## src/rtl/seq_alu_pkg.sv

```systemverilog
// Shared types for seq_alu: 3-bit opcode encoding, FSM states and a shift-op helper.
package seq_alu_pkg;

  typedef enum logic [2:0] {
    OP_ADD  = 3'd0,
    OP_SUB  = 3'd1,
    OP_AND  = 3'd2,
    OP_OR   = 3'd3,
    OP_PASS = 3'd4,
    OP_SHL  = 3'd5,
    OP_SHR  = 3'd6,
    OP_XOR  = 3'd7
  } op_e;

  typedef enum logic [1:0] {
    S_IDLE = 2'd0,
    S_EXEC = 2'd1,
    S_DONE = 2'd2
  } state_e;

  function automatic logic is_shift(input op_e op);
    return (op == OP_SHL) || (op == OP_SHR);
  endfunction

endpackage

```

## src/rtl/seq_alu_comb.sv

```systemverilog
// Single-cycle datapath of seq_alu: add/sub with carry-in, logic ops and pass-through.
// Shift opcodes fall through as PASS; the top sequences shifts itself.
module seq_alu_comb
  import seq_alu_pkg::*;
#(
  parameter int WIDTH = 8
) (
  input  logic [WIDTH-1:0] i_a,
  input  logic [WIDTH-1:0] i_b,
  input  op_e              i_op,
  input  logic             i_cin,
  output logic [WIDTH-1:0] o_res,
  output logic             o_carry,
  output logic             o_ovf
);

  logic [WIDTH:0] w_sum;
  logic [WIDTH:0] w_diff;

  // MSB of the (WIDTH+1)-bit difference is the borrow out.
  assign w_sum  = {1'b0, i_a} + {1'b0, i_b} + {{WIDTH{1'b0}}, i_cin};
  assign w_diff = {1'b0, i_a} - {1'b0, i_b} - {{WIDTH{1'b0}}, i_cin};

  always_comb begin
    o_res   = i_a;
    o_carry = 1'b0;
    o_ovf   = 1'b0;
    case (i_op)
      OP_ADD: begin
        o_res   = w_sum[WIDTH-1:0];
        o_carry = w_sum[WIDTH];
        o_ovf   = (i_a[WIDTH-1] == i_b[WIDTH-1]) && (w_sum[WIDTH-1] != i_a[WIDTH-1]);
      end
      OP_SUB: begin
        o_res   = w_diff[WIDTH-1:0];
        o_carry = w_diff[WIDTH];
        o_ovf   = (i_a[WIDTH-1] != i_b[WIDTH-1]) && (w_diff[WIDTH-1] != i_a[WIDTH-1]);
      end
      OP_AND:  o_res = i_a & i_b;
      OP_OR:   o_res = i_a | i_b;
      OP_XOR:  o_res = i_a ^ i_b;
      default: o_res = i_a;
    endcase
  end

endmodule

```

## src/rtl/seq_alu.sv

```systemverilog
// Sequential ALU with valid/ready handshakes; shifts run one bit per cycle.
// Define SEQ_ALU_CARRY_CHAIN_EN to feed the previous carry_f into ADD/SUB.
//   state  | meaning
//   S_IDLE | waiting for an operation, in_ready=1
//   S_EXEC | shifting working register, counter counts down to 1
//   S_DONE | result/flags valid, held until out_ready
module seq_alu
  import seq_alu_pkg::*;
#(
  parameter int WIDTH = 8
) (
  input  logic             clk,
  input  logic             rst_n,
  input  logic             in_valid,
  output logic             in_ready,
  input  logic [WIDTH-1:0] a,
  input  logic [WIDTH-1:0] b,
  input  logic [2:0]       op_sel,
  output logic             out_valid,
  input  logic             out_ready,
  output logic [WIDTH-1:0] result,
  output logic             zero_f,
  output logic             carry_f,
  output logic             negative_f,
  output logic             overflow_f,
  output logic             busy
);

  localparam int KW = $clog2(WIDTH);

  state_e           r_state;
  state_e           w_state_nxt;
  op_e              r_op;
  logic [WIDTH-1:0] r_work;
  logic [KW-1:0]    r_cnt;

  op_e              w_op_in;
  logic [KW-1:0]    w_k;
  logic             w_cin;
  logic             w_load_done;
  logic             w_load_exec;
  logic             w_shift_done;
  logic [WIDTH-1:0] w_res;
  logic             w_carry;
  logic             w_ovf;
  logic [WIDTH-1:0] w_work_nxt;
  logic             w_shout;

  assign w_op_in = op_e'(op_sel);
  assign w_k     = b[KW-1:0];

`ifdef SEQ_ALU_CARRY_CHAIN_EN
  assign w_cin = carry_f;
`else
  assign w_cin = 1'b0;
`endif

  seq_alu_comb #(.WIDTH(WIDTH)) u_comb (
    .i_a    (a),
    .i_b    (b),
    .i_op   (w_op_in),
    .i_cin  (w_cin),
    .o_res  (w_res),
    .o_carry(w_carry),
    .o_ovf  (w_ovf)
  );

  assign w_work_nxt = (r_op == OP_SHL) ? {r_work[WIDTH-2:0], 1'b0} : {1'b0, r_work[WIDTH-1:1]};
  assign w_shout    = (r_op == OP_SHL) ? r_work[WIDTH-1] : r_work[0];

  always_ff @(posedge clk or negedge rst_n) begin
    if (!rst_n) r_state <= S_IDLE;
    else        r_state <= w_state_nxt;
  end

  always_comb begin
    w_state_nxt  = r_state;
    in_ready     = 1'b0;
    w_load_done  = 1'b0;
    w_load_exec  = 1'b0;
    w_shift_done = 1'b0;
    case (r_state)
      S_IDLE: in_ready = 1'b1;
      S_EXEC: begin
        if (r_cnt == KW'(1)) begin
          w_state_nxt  = S_DONE;
          w_shift_done = 1'b1;
        end
      end
      S_DONE: begin
        in_ready = out_ready;
        if (out_ready && !in_valid) w_state_nxt = S_IDLE;
      end
      default: w_state_nxt = S_IDLE;
    endcase
    // A new operation can be taken in IDLE or in the same edge DONE is released.
    if (in_valid && in_ready) begin
      if (is_shift(w_op_in) && (w_k != '0)) begin
        w_state_nxt = S_EXEC;
        w_load_exec = 1'b1;
      end else begin
        w_state_nxt = S_DONE;
        w_load_done = 1'b1;
      end
    end
  end

  always_ff @(posedge clk or negedge rst_n) begin
    if (!rst_n) begin
      r_op       <= OP_ADD;
      r_work     <= '0;
      r_cnt      <= '0;
      result     <= '0;
      zero_f     <= 1'b0;
      carry_f    <= 1'b0;
      negative_f <= 1'b0;
      overflow_f <= 1'b0;
    end else begin
      if (w_load_exec) begin
        r_op   <= w_op_in;
        r_work <= a;
        r_cnt  <= w_k;
      end else if (r_state == S_EXEC) begin
        r_work <= w_work_nxt;
        r_cnt  <= r_cnt - KW'(1);
      end
      if (w_load_done) begin
        result     <= w_res;
        carry_f    <= w_carry;
        overflow_f <= w_ovf;
        zero_f     <= (w_res == '0);
        negative_f <= w_res[WIDTH-1];
      end else if (w_shift_done) begin
        result     <= w_work_nxt;
        carry_f    <= w_shout;
        overflow_f <= 1'b0;
        zero_f     <= (w_work_nxt == '0);
        negative_f <= w_work_nxt[WIDTH-1];
      end
    end
  end

  assign out_valid = (r_state == S_DONE);
  assign busy      = (r_state != S_IDLE);

endmodule

```

## config.mk

```make
export PLATFORM = sky130hd
export DESIGN_NAME = seq_alu
export DESIGN_NICKNAME = d
export VERILOG_FILES = /design/src/rtl/seq_alu_pkg.sv /design/src/rtl/seq_alu_comb.sv /design/src/rtl/seq_alu.sv
export SDC_FILE = /design/constraint.sdc
export NUM_CORES = 1
export LEC_CHECK = 0
export CELL_PAD_IN_SITES_DETAIL_PLACEMENT = 1
export CELL_PAD_IN_SITES_GLOBAL_PLACEMENT = 1
export CORE_MARGIN = 2
export CORE_UTILIZATION = 39
export CTS_BUF_LIST = sky130_fd_sc_hd__clkbuf_4
export DETAILED_ROUTE_END_ITERATION = 10
export HOLD_SLACK_MARGIN = 0.15
export PLACE_DENSITY = 0.9
export RECOVER_POWER = 25
export SLEW_MARGIN = 20
export SYNTH_ARGS = -nofsm -noshare
export SYNTH_HDL_FRONTEND = slang
export SYNTH_SLANG_ARGS = --single-unit
```

## constraint.sdc

```tcl
create_clock -name clk -period 1.8 [get_ports clk]
set_clock_uncertainty 0.2 [all_clocks]
set_input_delay 0.18 -clock clk [delete_from_list [all_inputs] [get_ports clk]]
set_output_delay 0.18 -clock clk [all_outputs]
set_load 0.01 [all_outputs]
```

==> metrics.txt, run 1 <==
# TYPE chip_impl_metric gauge
chip_impl_info{name="run_status",value="did not finish"} 1
chip_impl_info{name="last-stage-reached",value="global routing (5_1_grt)"} 1
chip_impl_info{name="error",value="[ERROR GRT-0232] Routing congestion too high. Check the congestion heatmap in the GUI."} 1
chip_impl_metric{name="rows",unit=""} 30
chip_impl_metric{name="synth_cell_types",unit=""} 65
chip_impl_metric{name="tritoncts.num_buffers",unit=""} 3
chip_impl_metric{name="number_of_antenna_violations_at_the_first_check_in_global_routing",unit=""} 4
chip_impl_metric{name="post-place-ws",unit="ns"} -1.277
chip_impl_metric{name="dieWidth",unit="um"} 87.98
chip_impl_metric{name="asyncSetResetFlopFracSynth",unit="%"} 100.0
chip_impl_metric{name="synth_seq_cells",unit=""} 27
chip_impl_metric{name="synth-edff-count",unit=""} 0
chip_impl_info{name="cts_root_buf",value="sky130_fd_sc_hd__clkbuf_4"} 1
chip_impl_metric{name="syn-mean-instance-area",unit="um2"} 8.284
chip_impl_metric{name="grt_start_max_net_pins",unit=""} 28
chip_impl_metric{name="post_synth_instance_area",unit="um2"} 2750
chip_impl_info{name="worst_endpoint_type",value="sequential cell input"} 1
chip_impl_info{name="ys.flop_type",value="sky130_fd_sc_hd__dfrtp_1"} 1
chip_impl_metric{name="synthesis.nets",unit=""} 383
chip_impl_metric{name="clock_sinks",unit=""} 27
chip_impl_metric{name="ctsHtreeMaxLevel",unit=""} 1
chip_impl_metric{name="synthesis.yosys.warnings",unit=""} 0
chip_impl_metric{name="die_y",unit="um"} 87.98
chip_impl_metric{name="total_overflow_reported_by_the_global_router",unit=""} 88
chip_impl_metric{name="cells_after_synthesis",unit=""} 332
chip_impl_metric{name="dp_hpwl",unit="mm"} 8.812
chip_impl_metric{name="part_of_the_yosys_area_used_for_sequential_elements",unit="%"} 24.57
chip_impl_info{name="grt-worst-endpoint",value="zero_f$_DFFE_PN0P_/D"} 1
chip_impl_metric{name="starting_utilization_of_the_core_area",unit="%"} 40.48
chip_impl_metric{name="numPortBuffers",unit=""} 37
chip_impl_metric{name="clock_tree.buffer_depth",unit=""} 2
chip_impl_metric{name="place_congestion",unit=""} 0.9449
chip_impl_metric{name="globalRouteTotalUtil",unit="%"} 73.33
chip_impl_metric{name="ios",unit=""} 38
==> per-layer routing <==
metal | GRT usage, % | overflow
met1 | 74.47 | 1
met2 | 91.53 | 40
met4 | 82.66 | 46
met5 | 5.844 | 0
met3 | 50.05 | 1
==> Yosys cell counts (3+ instances only) <==
cell type                  instances  share of area [%]
sky130_fd_sc_hd__dfrtp_1          27                 25
sky130_fd_sc_hd__buf_1             3               0.41
sky130_fd_sc_hd__nand3_1           7                1.3
sky130_fd_sc_hd__ha_1             26                 12
sky130_fd_sc_hd__o21ai_1           3               0.55
sky130_fd_sc_hd__a221o_1          11                4.0
sky130_fd_sc_hd__o21ai_0          16                2.9
sky130_fd_sc_hd__nor3_1            6                1.1
sky130_fd_sc_hd__clkbuf_1          6               0.82
sky130_fd_sc_hd__nor2b_1           8                1.8
sky130_fd_sc_hd__o21bai_1          5                1.4
sky130_fd_sc_hd__nand2_1          25                3.4
sky130_fd_sc_hd__buf_2             7                1.3
sky130_fd_sc_hd__a21oi_1          23                4.2
sky130_fd_sc_hd__o211ai_1          8                2.2
sky130_fd_sc_hd__nor2_1           30                4.1
sky130_fd_sc_hd__inv_1            25                3.4
sky130_fd_sc_hd__a211oi_1          3               0.82
sky130_fd_sc_hd__o31ai_1           5                1.4
sky130_fd_sc_hd__a31oi_1           3               0.68
sky130_fd_sc_hd__mux2_1            3                1.2
sky130_fd_sc_hd__xor2_1            3               0.96
sky130_fd_sc_hd__mux2i_1          11                4.0
sky130_fd_sc_hd__nand2b_1          9                2.0
sky130_fd_sc_hd__o21a_1            4                1.1
sky130_fd_sc_hd__o22ai_1           3               0.68
==> through the flow <==
step / area (um2) / instances
after global placement: 4035 / 541
after CTS: 4674 / 574
after floorplan: 2895 / 332
after detailed placement: 4035 / 541
==> kinds of logic after synthesis <==
| logic type | count (synthesis) | share of synthesized area [%] |
|---|---|---|
| AO/OA/AOI/OAI | 107 | 28.30 |
| XOR/XNOR | 5 | 1.593 |
| adder cells (fa/ha/maj) | 28 | 13.28 |
| buffers and inverters | 45 | 6.870 |
| flip-flops | 27 | 24.57 |
| multiplexers | 16 | 6.460 |
| AND/OR/NAND/NOR | 104 | 18.93 |
==> timing repair <==
item | in CTS
setup buffers | 21
hold buffers | 8
gates resized for setup | 157
hold endpoints to repair | 33
pin swaps | 40
setup endpoints to repair | 27
==> run 2, diff against run 1 <==
==> config.mk (replaced) <==
export PLATFORM = sky130hd
export DESIGN_NAME = seq_alu
export DESIGN_NICKNAME = d
export VERILOG_FILES = /design/src/rtl/seq_alu_pkg.sv /design/src/rtl/seq_alu_comb.sv /design/src/rtl/seq_alu.sv
export SDC_FILE = /design/constraint.sdc
export NUM_CORES = 1
export LEC_CHECK = 0
export CORE_MARGIN = 2
export CORE_UTILIZATION = 40
export DETAILED_ROUTE_END_ITERATION = 10
export PLACE_DENSITY_LB_ADDON = 0.15
export RECOVER_POWER = 25
export SLEW_MARGIN = 20
export SYNTH_ARGS = -nofsm -noshare
export SYNTH_HDL_FRONTEND = slang
export SYNTH_SLANG_ARGS = --single-unit
==> constraint.sdc (replaced) <==
create_clock -name clk -period 2.34 [get_ports clk]
set_clock_uncertainty 0.2 [all_clocks]
set_input_delay 0.234 -clock clk [delete_from_list [all_inputs] [get_ports clk]]
set_output_delay 0.234 -clock clk [all_outputs]
set_load 0.01 [all_outputs]
==> metrics.txt, run 2 <==
# TYPE chip_impl_metric gauge
chip_impl_metric{name="core-area",unit="um2"} 6719
chip_impl_metric{name="area_post_placement",unit="um2"} 3811
chip_impl_info{name="end_kind",value="flop"} 1
chip_impl_metric{name="drt_wirelength",unit="mm"} 8.433
chip_impl_metric{name="syn-mean-instance-area",unit="um2"} 8.284
chip_impl_metric{name="post-place-ws",unit="ns"} -0.6703
chip_impl_metric{name="min_period_over_period",unit="%"} 97.99
chip_impl_metric{name="number_of_global_route_vias_before_repair",unit=""} 2893
chip_impl_metric{name="ant_nets",unit=""} 0
chip_impl_metric{name="grt_start_max_net_pins",unit=""} 28
chip_impl_metric{name="rows",unit=""} 30
chip_impl_info{name="cts_root_buf",value="sky130_fd_sc_hd__clkbuf_8"} 1
chip_impl_info{name="reg_top3",value="r_work: 8 flops, result: 8 flops"} 1
chip_impl_metric{name="report.final.hold_viol_count",unit=""} 0
chip_impl_metric{name="finalPower",unit="uW"} 2409
chip_impl_metric{name="synth_cell_types",unit=""} 65
chip_impl_metric{name="drv_cap",unit=""} 0
chip_impl_metric{name="synth_seq_cells",unit=""} 27
chip_impl_metric{name="ios",unit=""} 38
chip_impl_info{name="run_status",value="finished clean"} 1
chip_impl_metric{name="tritoncts.num_buffers",unit=""} 3
chip_impl_metric{name="clock_sinks",unit=""} 27
chip_impl_metric{name="power.density_cell_area",unit="nW/um2"} 578.7
chip_impl_metric{name="timing.max_slew.rel_slack",unit="%"} 3.497
chip_impl_metric{name="drt-initial-drc-count",unit=""} 198
chip_impl_info{name="start_kind",value="input pin"} 1
chip_impl_metric{name="ctsHtreeMaxLevel",unit=""} 1
chip_impl_info{name="ys.flop_type",value="sky130_fd_sc_hd__dfrtp_1"} 1
chip_impl_info{name="mostFrequentLayoutCells",value="sky130_fd_sc_hd__buf_4, sky130_fd_sc_hd__nor2_1, sky130_fd_sc_hd__dfrtp_1"} 1
chip_impl_metric{name="post_cts_hold_buffer_count",unit=""} 0
chip_impl_metric{name="timing.final.ws_setup",unit="ns"} 0.04711
chip_impl_metric{name="min_period",unit="ns"} 2.293
chip_impl_metric{name="post_synth_instance_area",unit="um2"} 2750
chip_impl_info{name="cell_types_with_the_largest_area_share_after_synthesis",value="sky130_fd_sc_hd__dfrtp_1, sky130_fd_sc_hd__ha_1, sky130_fd_sc_hd__a21oi_1"} 1
chip_impl_metric{name="post-synth-top-area-fraction",unit="%"} 24.57
chip_impl_metric{name="finish.instance_area",unit="um2"} 4163
chip_impl_metric{name="synthesis.yosys.warnings",unit=""} 0
chip_impl_metric{name="worst_hold_path.num_cells",unit=""} 3
chip_impl_metric{name="starting_utilization_of_the_core_area",unit="%"} 40.93
chip_impl_metric{name="nets",unit=""} 503
chip_impl_metric{name="drc",unit=""} 0
chip_impl_info{name="post_synth_most_frequent_cells",value="sky130_fd_sc_hd__nor2_1, sky130_fd_sc_hd__dfrtp_1, sky130_fd_sc_hd__ha_1, sky130_fd_sc_hd__inv_1, sky130_fd_sc_hd__nand2_1"} 1
chip_impl_info{name="synth.largest_area_cell",value="sky130_fd_sc_hd__dfrtp_1"} 1
chip_impl_metric{name="timing.final.max_slew_violations",unit=""} 0
chip_impl_info{name="tritoncts",value="built"} 1
chip_impl_metric{name="synthesis.nets",unit=""} 383
chip_impl_metric{name="antenna_cells_inserted",unit=""} 0
chip_impl_info{name="post-synth-top-count-cell",value="sky130_fd_sc_hd__nor2_1"} 1
chip_impl_metric{name="dp_hpwl",unit="mm"} 6.464
chip_impl_metric{name="timing_worst_slew_pin_value",unit="ns"} 1.448
chip_impl_metric{name="power_leakage",unit="uW"} 0.001871
chip_impl_metric{name="final.fill_count",unit=""} 573
chip_impl_info{name="layout_commonest_cell",value="sky130_fd_sc_hd__buf_4"} 1
chip_impl_metric{name="instances_no_fill",unit=""} 531
chip_impl_metric{name="dieWidth",unit="um"} 86.92
chip_impl_metric{name="route.detailed.vias_per_inst",unit=""} 5.529
chip_impl_metric{name="clock_latency",unit="ns"} 0.27
chip_impl_metric{name="maxClockFrequency",unit="MHz"} 436.1
chip_impl_metric{name="r2r_cells",unit=""} 6
chip_impl_metric{name="total_overflow_reported_by_the_global_router",unit=""} 0
chip_impl_metric{name="synth-edff-count",unit=""} 0
chip_impl_metric{name="clk_pin_slew_worst_paths",unit="ns"} 0.09
chip_impl_metric{name="place_congestion",unit=""} 0.9022
chip_impl_metric{name="layout-drive-gt1-share",unit="%"} 35.48
chip_impl_info{name="worst_hold_path_class",value="input pin to flop"} 1
chip_impl_metric{name="crit_fanout",unit=""} 5
chip_impl_metric{name="power.ir.vdd_worst",unit="uV"} 348.8
chip_impl_metric{name="critical_path_required",unit="ns"} 2.31
chip_impl_metric{name="drt_first_pass_iters",unit=""} 4
chip_impl_metric{name="globalRouteTotalUtil",unit="%"} 22.63
chip_impl_metric{name="dieArea",unit="um2"} 7554
chip_impl_metric{name="numPortBuffers",unit=""} 37
chip_impl_metric{name="place.detailed.instances",unit=""} 517
chip_impl_metric{name="number_of_antenna_violations_at_the_first_check_in_global_routing",unit=""} 0
chip_impl_metric{name="vias",unit=""} 2936
chip_impl_metric{name="timing.final.setup_violations",unit=""} 0
chip_impl_metric{name="asyncSetResetFlopFracSynth",unit="%"} 100.0
chip_impl_metric{name="grt_first_pass_wirelength",unit="mm"} 13.68
chip_impl_metric{name="worstPathArrival",unit="ns"} 2.26
chip_impl_metric{name="routedWlPerCell",unit="um"} 15.88
chip_impl_metric{name="area_delta_synth_final",unit="%"} 51.36
chip_impl_metric{name="die_y",unit="um"} 86.92
chip_impl_metric{name="clock_tree.buffer_depth",unit=""} 2
chip_impl_metric{name="part_of_the_yosys_area_used_for_sequential_elements",unit="%"} 24.57
chip_impl_info{name="critical_path_class",value="input pin to flop"} 1
chip_impl_metric{name="cells_after_synthesis",unit=""} 332
run 2: cell counts after synthesis:
No cell type changed its count.
run 2: logic make-up after synthesis:
logic type      count (synthesis)  share of synthesized area, %
compound gates                107                         28.30
xor+xnor                        5                         1.593
fa+ha+maj                      28                         13.28
buf+inv                        45                         6.870
flops                          27                         24.57
mux                            16                         6.460
simple gates                  104                         18.93
run 2: repair_timing:
action                                  4_1_cts  5_1_grt
resized for setup                            62       25
pin swaps                                    23       22
setup buffers                                 5        5
endpoints found under the setup margin        8        4
cloned                                        0        0
run 2: worst paths after layout:
check,startpoint,end,slack (ns)
max in group asynchronous,rst_n,carry_f,0.47
min in group asynchronous,rst_n,r_state[0],0.63
hold reg to reg,r_cnt[1],r_cnt[1],0.33
setup reg to reg,r_state[1],r_cnt[1],0.41
setup / recovery,b[4],zero_f,0.05
hold / removal,a[0],r_work[0],0.15
run 2: where the power goes:
group          internal [uW]  leakage [uW]  total [uW]  switching [uW]
Sequential               652      0.000329         819             168
Clock                    122     0.0000228         262             140
Combinational            724       0.00152        1330             604
run 2: worst max-delay path: stages:
cell and delay, ns:
sky130_fd_sc_hd__dlygate4sd2_1 0.25, sky130_fd_sc_hd__inv_2 0.07, sky130_fd_sc_hd__ha_4 0.21, sky130_fd_sc_hd__nor2b_1 0.15, sky130_fd_sc_hd__nand2b_1 0.14, sky130_fd_sc_hd__o211a_1 0.26
sky130_fd_sc_hd__a221o_1 0.41, sky130_fd_sc_hd__o221a_4 0.24, sky130_fd_sc_hd__o41ai_2 0.30
run 2: cell type report:
type	instances	area, um2	area share (%)
flip-flops and latches	27	675.6	16.23
multi-input cells	260	2132	51.22
repair buffers	133	1104	26.51
well taps	80	100.1	2.405
inverters	27	106.4	2.555
clock buffers	4	45.04	1.082
run 2: layer usage:
metal / up-vias / share of wire (%) / track usage, %
li1: 1450 / - / -
met1: 1398 / 46 / 30.82
met2: 75 / 48 / 38.24
met3: 13 / 4.3 / 1.896
met4: 0 / 1.7 / 6.534
met5: - / 0 / 0
run 2: through the flow:
| stage | setup TNS, ns | hold WS (ns) | util, % |
|---|---|---|---|
| 6_report | 0 | 0.1501 | 61.96 |
| 5_1_grt | -0.04636 | 0.1776 | 61.96 |
| 4_1_cts | 0 | 0.1431 | 60.61 |
| 3_5_place_dp | -6.226 | 0.3052 | 56.72 |
| 3_3_place_gp | -5.237 | 0.2844 | 56.72 |
| 2_1_floorplan | 0 | -0.2616 | - |
No activity file was read; power rests on OpenSTA's default activity.
==> run 3, diff against run 2 <==
--- a/config.mk
+++ b/config.mk
@@ -7,6 +7,7 @@
 export LEC_CHECK = 0
 export CORE_MARGIN = 2
 export CORE_UTILIZATION = 40
+export CTS_BUF_LIST = sky130_fd_sc_hd__clkbuf_16
 export DETAILED_ROUTE_END_ITERATION = 10
 export PLACE_DENSITY_LB_ADDON = 0.15
 export RECOVER_POWER = 25
==> constraint.sdc (replaced) <==
create_clock -name clk -period 2.39 [get_ports clk]
set_clock_uncertainty 0.2 [all_clocks]
set_input_delay 0.239 -clock clk [delete_from_list [all_inputs] [get_ports clk]]
set_output_delay 0.239 -clock clk [all_outputs]
set_load 0.01 [all_outputs]
==> metrics.txt, run 3 (synthesized netlist as in run 2, its figures left out) <==
# TYPE chip_impl_metric gauge
chip_impl_info{name="run_status",value="finished clean"} 1
chip_impl_metric{name="power.clock.fraction",unit="%"} 15.7
chip_impl_info{name="layout_commonest_cell",value="sky130_fd_sc_hd__buf_4"} 1
chip_impl_metric{name="timing.max_slew.rel_slack",unit="%"} 2.527
chip_impl_metric{name="post-place-ws",unit="ns"} -0.6237
chip_impl_metric{name="p_int",unit="uW"} 1566
chip_impl_metric{name="multi_input_comb_area",unit="um2"} 2108
chip_impl_metric{name="place_congestion",unit=""} 0.9124
chip_impl_metric{name="numPortBuffers",unit=""} 37
chip_impl_metric{name="clock_tree.buffer_depth",unit=""} 2
chip_impl_info{name="mostFrequentLayoutCells",value="sky130_fd_sc_hd__buf_4, sky130_fd_sc_hd__nor2_1, sky130_fd_sc_hd__dfrtp_1"} 1
chip_impl_metric{name="total_overflow_reported_by_the_global_router",unit=""} 0
chip_impl_metric{name="finalPower",unit="uW"} 2460
chip_impl_metric{name="drv_cap",unit=""} 0
chip_impl_metric{name="die_y",unit="um"} 86.92
chip_impl_metric{name="ant_nets",unit=""} 0
chip_impl_metric{name="antenna_cells_inserted",unit=""} 0
chip_impl_info{name="critical-path-top-delay-family",value="compound AO/OA/AOI/OAI gates"} 1
chip_impl_metric{name="drt-initial-drc-count",unit=""} 103
chip_impl_metric{name="critical_path_required",unit="ns"} 2.36
chip_impl_metric{name="clk_pin_slew_worst_paths",unit="ns"} 0.07
chip_impl_info{name="crit_chain",value="dlygate4sd2_1 -> inv_2 -> ha_4 -> buf_4 -> a221o_1 -> o2111ai_1 -> nand2_1 -> o221a_2 -> o41ai_2"} 1
chip_impl_info{name="tritoncts",value="built"} 1
chip_impl_metric{name="crit_fanout",unit=""} 4
chip_impl_info{name="start_kind",value="input pin"} 1
chip_impl_metric{name="drt_wirelength",unit="mm"} 8.158
chip_impl_metric{name="maxClockFrequency",unit="MHz"} 423.2
chip_impl_info{name="reg_top3",value="r_work: 8 flops, result: 8 flops"} 1
chip_impl_info{name="cts_root_buf",value="sky130_fd_sc_hd__clkbuf_16"} 1
chip_impl_info{name="end_kind",value="flop"} 1
chip_impl_metric{name="area.sequential",unit="um2"} 675.6
chip_impl_metric{name="grt_first_pass_wirelength",unit="mm"} 13.55
chip_impl_metric{name="clock_sinks",unit=""} 27
chip_impl_metric{name="drt_first_pass_iters",unit=""} 4
chip_impl_metric{name="dp_hpwl",unit="mm"} 6.372
chip_impl_metric{name="area_delta_synth_final",unit="%"} 49.36
chip_impl_metric{name="vias",unit=""} 2868
chip_impl_metric{name="power.ir.vdd_worst",unit="uV"} 318.2
chip_impl_metric{name="seq_power_share",unit="%"} 32.4
chip_impl_metric{name="nets",unit=""} 495
chip_impl_info{name="critical_path_class",value="input pin to flop"} 1
chip_impl_metric{name="critical_path_buf_inv_count",unit=""} 3
chip_impl_metric{name="number_of_antenna_violations_at_the_first_check_in_global_routing",unit=""} 0
chip_impl_metric{name="rows",unit=""} 30
chip_impl_metric{name="power_leakage",unit="uW"} 0.001869
chip_impl_metric{name="starting_utilization_of_the_core_area",unit="%"} 40.93
chip_impl_info{name="setup_repair_after_global_routing_missed_its_margin",value="true"} 1
chip_impl_metric{name="timing_worst_slew_pin_value",unit="ns"} 1.462
chip_impl_metric{name="p_sw",unit="uW"} 893.3
chip_impl_metric{name="report.final.hold_viol_count",unit=""} 0
chip_impl_metric{name="power.density_cell_area",unit="nW/um2"} 598.8
chip_impl_metric{name="clock_latency",unit="ns"} 0.26
chip_impl_metric{name="timing.final.max_slew_violations",unit=""} 0
chip_impl_metric{name="min_period_over_period",unit="%"} 98.87
chip_impl_metric{name="final.fill_count",unit=""} 563
chip_impl_info{name="crit_path_top_delay_cell",value="sky130_fd_sc_hd__a221o_1"} 1
chip_impl_metric{name="worstPathArrival",unit="ns"} 2.33
chip_impl_metric{name="tritoncts.num_buffers",unit=""} 3
chip_impl_metric{name="min_period",unit="ns"} 2.363
chip_impl_metric{name="grt_start_max_net_pins",unit=""} 28
chip_impl_metric{name="timing.final.setup_violations",unit=""} 0
chip_impl_metric{name="finish.instance_area",unit="um2"} 4108
chip_impl_metric{name="core-area",unit="um2"} 6719
chip_impl_metric{name="ctsHtreeMaxLevel",unit=""} 1
chip_impl_metric{name="dieArea",unit="um2"} 7554
chip_impl_metric{name="pwr-share-comb",unit="%"} 51.9
chip_impl_metric{name="number_of_global_route_vias_before_repair",unit=""} 2792
chip_impl_metric{name="swShare",unit="%"} 36.32
chip_impl_metric{name="globalRouteTotalUtil",unit="%"} 22.28
chip_impl_info{name="worst_hold_path_class",value="input pin to flop"} 1
chip_impl_metric{name="route.detailed.vias_per_inst",unit=""} 5.484
chip_impl_metric{name="timing.final.ws_setup",unit="ns"} 0.02712
chip_impl_metric{name="drc",unit=""} 0
chip_impl_metric{name="routedWlPerCell",unit="um"} 15.60
chip_impl_metric{name="dieWidth",unit="um"} 86.92
chip_impl_metric{name="ios",unit=""} 38
chip_impl_metric{name="internal_reg_to_reg_setup_slack",unit="ns"} 0.46
chip_impl_metric{name="area_post_placement",unit="um2"} 3759
chip_impl_metric{name="post-route-util",unit="%"} 61.14
chip_impl_metric{name="post_cts_hold_buffer_count",unit=""} 0
chip_impl_metric{name="layout-drive-gt1-share",unit="%"} 33.18
chip_impl_metric{name="slowest_delay",unit="ns"} 0.39
run 3: changes by cell type in the layout (fill, tap and decap cells not counted), sizes merged:
cell / previous run / this run
clkinv: 0 / 1
clkdlybuf4s50: 21 / 22
clkbuf: 7 / 6
clkdlybuf4s15: 2 / 1
dlymetal6s2s: 0 / 2
buf: 97 / 87
run 3: timing repair:
| item | 4_1_cts | 5_1_grt |
|---|---|---|
| pin swaps | 27 | 17 |
| buffers inserted | 6 | 1 |
| endpoints found under the hold margin | 0 | 0 |
| setup endpoints to repair | 8 | 5 |
| resized for setup | 56 | 18 |
run 3: worst paths after layout:
check / cells past startpoint / start / to
hold reg to reg: 1 / r_op[2] / r_op[2]
max in group asynchronous: 2 / rst_n / r_cnt[0]
setup / recovery: 9 / b[4] / zero_f
hold / removal: 3 / a[0] / r_work[0]
min in group asynchronous: 2 / rst_n / r_state[0]
setup reg to reg: 6 / r_state[1] / r_cnt[1]
run 3: through the flow:
| stage | setup TNS [ns] | hold WS, ns | cells |
|---|---|---|---|
| after CTS | 0 | 0.1717 | 522 |
| final | 0 | 0.1568 | 523 |
| after global placement | -4.070 | 0.2811 | 512 |
| after detailed placement | -4.331 | 0.2868 | 512 |
| after floorplan | 0 | -0.2566 | 332 |
| after global routing | -0.04931 | 0.1673 | 523 |
run 3: routing by layer:
metal | up-vias | wire length, um | track usage [%]
li1 | 1433 | - | -
met2 | 50 | 4000 | 38.10
met5 | - | 0 | 0
met1 | 1379 | 3880 | 31.59
met4 | 0 | 68 | 3.551
met3 | 6 | 208 | 1.137
run 3: power by group through the flow:
stage / Clock [uW] / Sequential (uW) / Combinational, uW
floorplan: 0 / 789 / 664
global placement: 0 / 799 / 1190
detailed placement: 0 / 800 / 1190
CTS: 386 / 793 / 1260
global route: 406 / 818 / 1410
finish: 387 / 796 / 1280
run 3: layout make-up:
cell class	instances	area share (%)
multi-input combinational	260	51.32
inverter	27	2.467
clock inverter	1	0.1218
clock buffer	3	1.828
tap	80	2.437
sequential	27	16.45
timing repair buffer	125	25.37
run 3: worst reg2reg max path: stages (launching register included):
cell and delay (ns):
sky130_fd_sc_hd__dfrtp_1 0.39, sky130_fd_sc_hd__nor2b_1 0.18, sky130_fd_sc_hd__nor2_1 0.08, sky130_fd_sc_hd__nand2_1 0.15, sky130_fd_sc_hd__nor2_2 0.07, sky130_fd_sc_hd__nor2_1 0.53, sky130_fd_sc_hd__a221o_1 0.27
==> run 4, diff against run 3 <==
--- a/config.mk
+++ b/config.mk
@@ -7,7 +7,6 @@
 export LEC_CHECK = 0
 export CORE_MARGIN = 2
 export CORE_UTILIZATION = 40
-export CTS_BUF_LIST = sky130_fd_sc_hd__clkbuf_16
 export DETAILED_ROUTE_END_ITERATION = 10
 export PLACE_DENSITY_LB_ADDON = 0.15
 export RECOVER_POWER = 25
==> metrics.txt, run 4 (synthesized netlist as in run 2, its figures left out) <==
# TYPE chip_impl_metric gauge
chip_impl_info{name="run_status",value="finished clean"} 1
chip_impl_metric{name="timing.final.setup_violations",unit=""} 0
chip_impl_metric{name="clk_pin_slew_worst_paths",unit="ns"} 0.10
chip_impl_metric{name="globalRouteTotalUtil",unit="%"} 22.31
chip_impl_info{name="critical_path.reg2reg.endpoint",value="zero_f"} 1
chip_impl_metric{name="grt_start_max_net_pins",unit=""} 28
chip_impl_info{name="layout_commonest_cell",value="sky130_fd_sc_hd__buf_4"} 1
chip_impl_metric{name="layout-drive-gt1-share",unit="%"} 33.26
chip_impl_metric{name="ios",unit=""} 38
chip_impl_metric{name="critical_path_required",unit="ns"} 2.37
chip_impl_metric{name="clock_sinks",unit=""} 27
chip_impl_metric{name="drv_cap",unit=""} 0
chip_impl_info{name="end_kind",value="flop"} 1
chip_impl_metric{name="internal_reg_to_reg_setup_slack",unit="ns"} 0.33
chip_impl_metric{name="drt_first_pass_iters",unit=""} 5
chip_impl_info{name="start_kind",value="input pin"} 1
chip_impl_metric{name="drt_wirelength",unit="mm"} 8.315
chip_impl_metric{name="route.detailed.vias_per_inst",unit=""} 5.557
chip_impl_metric{name="area_delta_synth_final",unit="%"} 48.77
chip_impl_metric{name="worst_hold_path.num_cells",unit=""} 3
chip_impl_metric{name="rows",unit=""} 30
chip_impl_metric{name="power_leakage",unit="uW"} 0.001851
chip_impl_metric{name="starting_utilization_of_the_core_area",unit="%"} 40.93
chip_impl_metric{name="worstPathArrival",unit="ns"} 2.33
chip_impl_metric{name="min_period",unit="ns"} 2.352
chip_impl_metric{name="core-area",unit="um2"} 6719
chip_impl_info{name="setup_repair_after_global_routing_missed_its_margin",value="false"} 1
chip_impl_metric{name="crit_fanout",unit=""} 4
chip_impl_info{name="cts_root_buf",value="sky130_fd_sc_hd__clkbuf_8"} 1
chip_impl_metric{name="instances_no_fill",unit=""} 522
chip_impl_info{name="holdCritStartpoint",value="a[0]"} 1
chip_impl_metric{name="ctsHtreeMaxLevel",unit=""} 1
chip_impl_metric{name="r2r_cells",unit=""} 6
chip_impl_metric{name="timing.final.max_slew_violations",unit=""} 0
chip_impl_metric{name="numPortBuffers",unit=""} 37
chip_impl_metric{name="routedWlPerCell",unit="um"} 15.93
chip_impl_metric{name="report.final.hold_viol_count",unit=""} 0
chip_impl_info{name="reg_top3",value="r_work: 8 flops, result: 8 flops"} 1
chip_impl_metric{name="dieArea",unit="um2"} 7554
chip_impl_metric{name="min_period_over_period",unit="%"} 98.39
chip_impl_info{name="regToRegStartpoint",value="r_state[0]"} 1
chip_impl_metric{name="clock_latency",unit="ns"} 0.27
chip_impl_metric{name="tritoncts.num_buffers",unit=""} 3
chip_impl_info{name="hold_path_end",value="r_work[0]"} 1
chip_impl_metric{name="grt_first_pass_wirelength",unit="mm"} 13.56
chip_impl_metric{name="place_congestion",unit=""} 0.9124
chip_impl_metric{name="maxClockFrequency",unit="MHz"} 425.2
chip_impl_metric{name="antenna_cells_inserted",unit=""} 0
chip_impl_metric{name="drt-initial-drc-count",unit=""} 130
chip_impl_metric{name="clock_tree.buffer_depth",unit=""} 2
chip_impl_metric{name="timing_worst_slew_pin_value",unit="ns"} 1.483
chip_impl_metric{name="timing.max_slew.rel_slack",unit="%"} 1.101
chip_impl_info{name="tritoncts",value="built"} 1
chip_impl_metric{name="place.detailed.instances",unit=""} 512
chip_impl_metric{name="power.density_cell_area",unit="nW/um2"} 571.7
chip_impl_info{name="worst_hold_path_class",value="input pin to flop"} 1
chip_impl_info{name="critical_path_class",value="input pin to flop"} 1
chip_impl_metric{name="dp_hpwl",unit="mm"} 6.372
chip_impl_metric{name="dieWidth",unit="um"} 86.92
chip_impl_metric{name="nets",unit=""} 494
chip_impl_metric{name="ant_nets",unit=""} 0
chip_impl_metric{name="number_of_global_route_vias_before_repair",unit=""} 2788
chip_impl_metric{name="die_y",unit="um"} 86.92
chip_impl_metric{name="vias",unit=""} 2901
chip_impl_metric{name="post-route-util",unit="%"} 60.89
chip_impl_metric{name="drc",unit=""} 0
chip_impl_info{name="mostFrequentLayoutCells",value="sky130_fd_sc_hd__buf_4, sky130_fd_sc_hd__nor2_1, sky130_fd_sc_hd__dfrtp_1"} 1
chip_impl_metric{name="power.ir.vdd_worst",unit="uV"} 261.6
chip_impl_metric{name="number_of_antenna_violations_at_the_first_check_in_global_routing",unit=""} 0
chip_impl_metric{name="total_overflow_reported_by_the_global_router",unit=""} 0
## run 4: changes by cell type in the layout (fill, tap and decap cells not counted), sizes merged
cell	change
buf	-1
clkbuf	-1
clkdlybuf4s15	+1
dlygate4sd2	-1
dlymetal6s2s	+1
## run 4: per-layer routing
metal  vias to the layer above  track usage [%]  wire length, um
met2                        75            38.31             4090
met3                        10            1.422              329
met1                      1389            30.89             3769
met4                         0            4.688              125
met5                         -                0                0
li1                       1427                -                -
## run 4: repair_timing
action | in CTS | in global routing
gates resized for setup | 55 | 18
setup endpoints to repair | 8 | 4
pin swaps | 26 | 16
hold buffers | 0 | 0
buffers inserted | 6 | 0
hold endpoints to repair | 0 | 0
## run 4: final cells by class
| class | instances | area, um2 |
|---|---|---|
| clock inverters | 1 | 5.005 |
| inverters | 27 | 101.3 |
| well taps | 80 | 100.1 |
| repair buffers | 124 | 1036 |
| flip-flops and latches | 27 | 675.6 |
| multi-input cells | 260 | 2132 |
| clock buffers | 3 | 41.29 |
| fillers | 553 | 2628 |
## run 4: worst max-delay path by stage
stage	start	cells past startpoint	slack (ns)	to
global placement	a[0]	10	-0.58	zero_f
CTS	a[0]	10	0.006	zero_f
global route	a[1]	10	0.0005	zero_f
finish	b[4]	9	0.04	zero_f
detailed placement	a[0]	10	-0.62	zero_f
floorplan	a[4]	9	0.01	result[5]
## run 4: per-stage QoR
stage          worst slack (ns)  total power, uW  hold WS (ns)  TNS (ns)  cell area, um2
3_3_place_gp            -0.5770             1985        0.2811    -4.070            3759
6_report                0.03840             2339        0.1484         0            4091
4_1_cts                0.006086             2327        0.1525         0            4045
2_1_floorplan           0.01210             1453       -0.2566         0            2755
3_5_place_dp            -0.6237             1992        0.2868    -4.331            3759
5_1_grt               0.0005280             2510        0.1501         0            4091
## run 4: worst max-delay path, cell delays in order
cell and delay (ns):
sky130_fd_sc_hd__dlygate4sd2_1 0.25, sky130_fd_sc_hd__inv_2 0.08, sky130_fd_sc_hd__ha_4 0.20, sky130_fd_sc_hd__buf_4 0.13
sky130_fd_sc_hd__a221o_1 0.41, sky130_fd_sc_hd__or3_4 0.42, sky130_fd_sc_hd__a31oi_4 0.17, sky130_fd_sc_hd__a31oi_4 0.12
sky130_fd_sc_hd__o41ai_2 0.31
## run 4: where the power goes
group	internal [uW]	switching (uW)
clock	117	145
combinational	699	582
sequential	638	159
total	1450	886
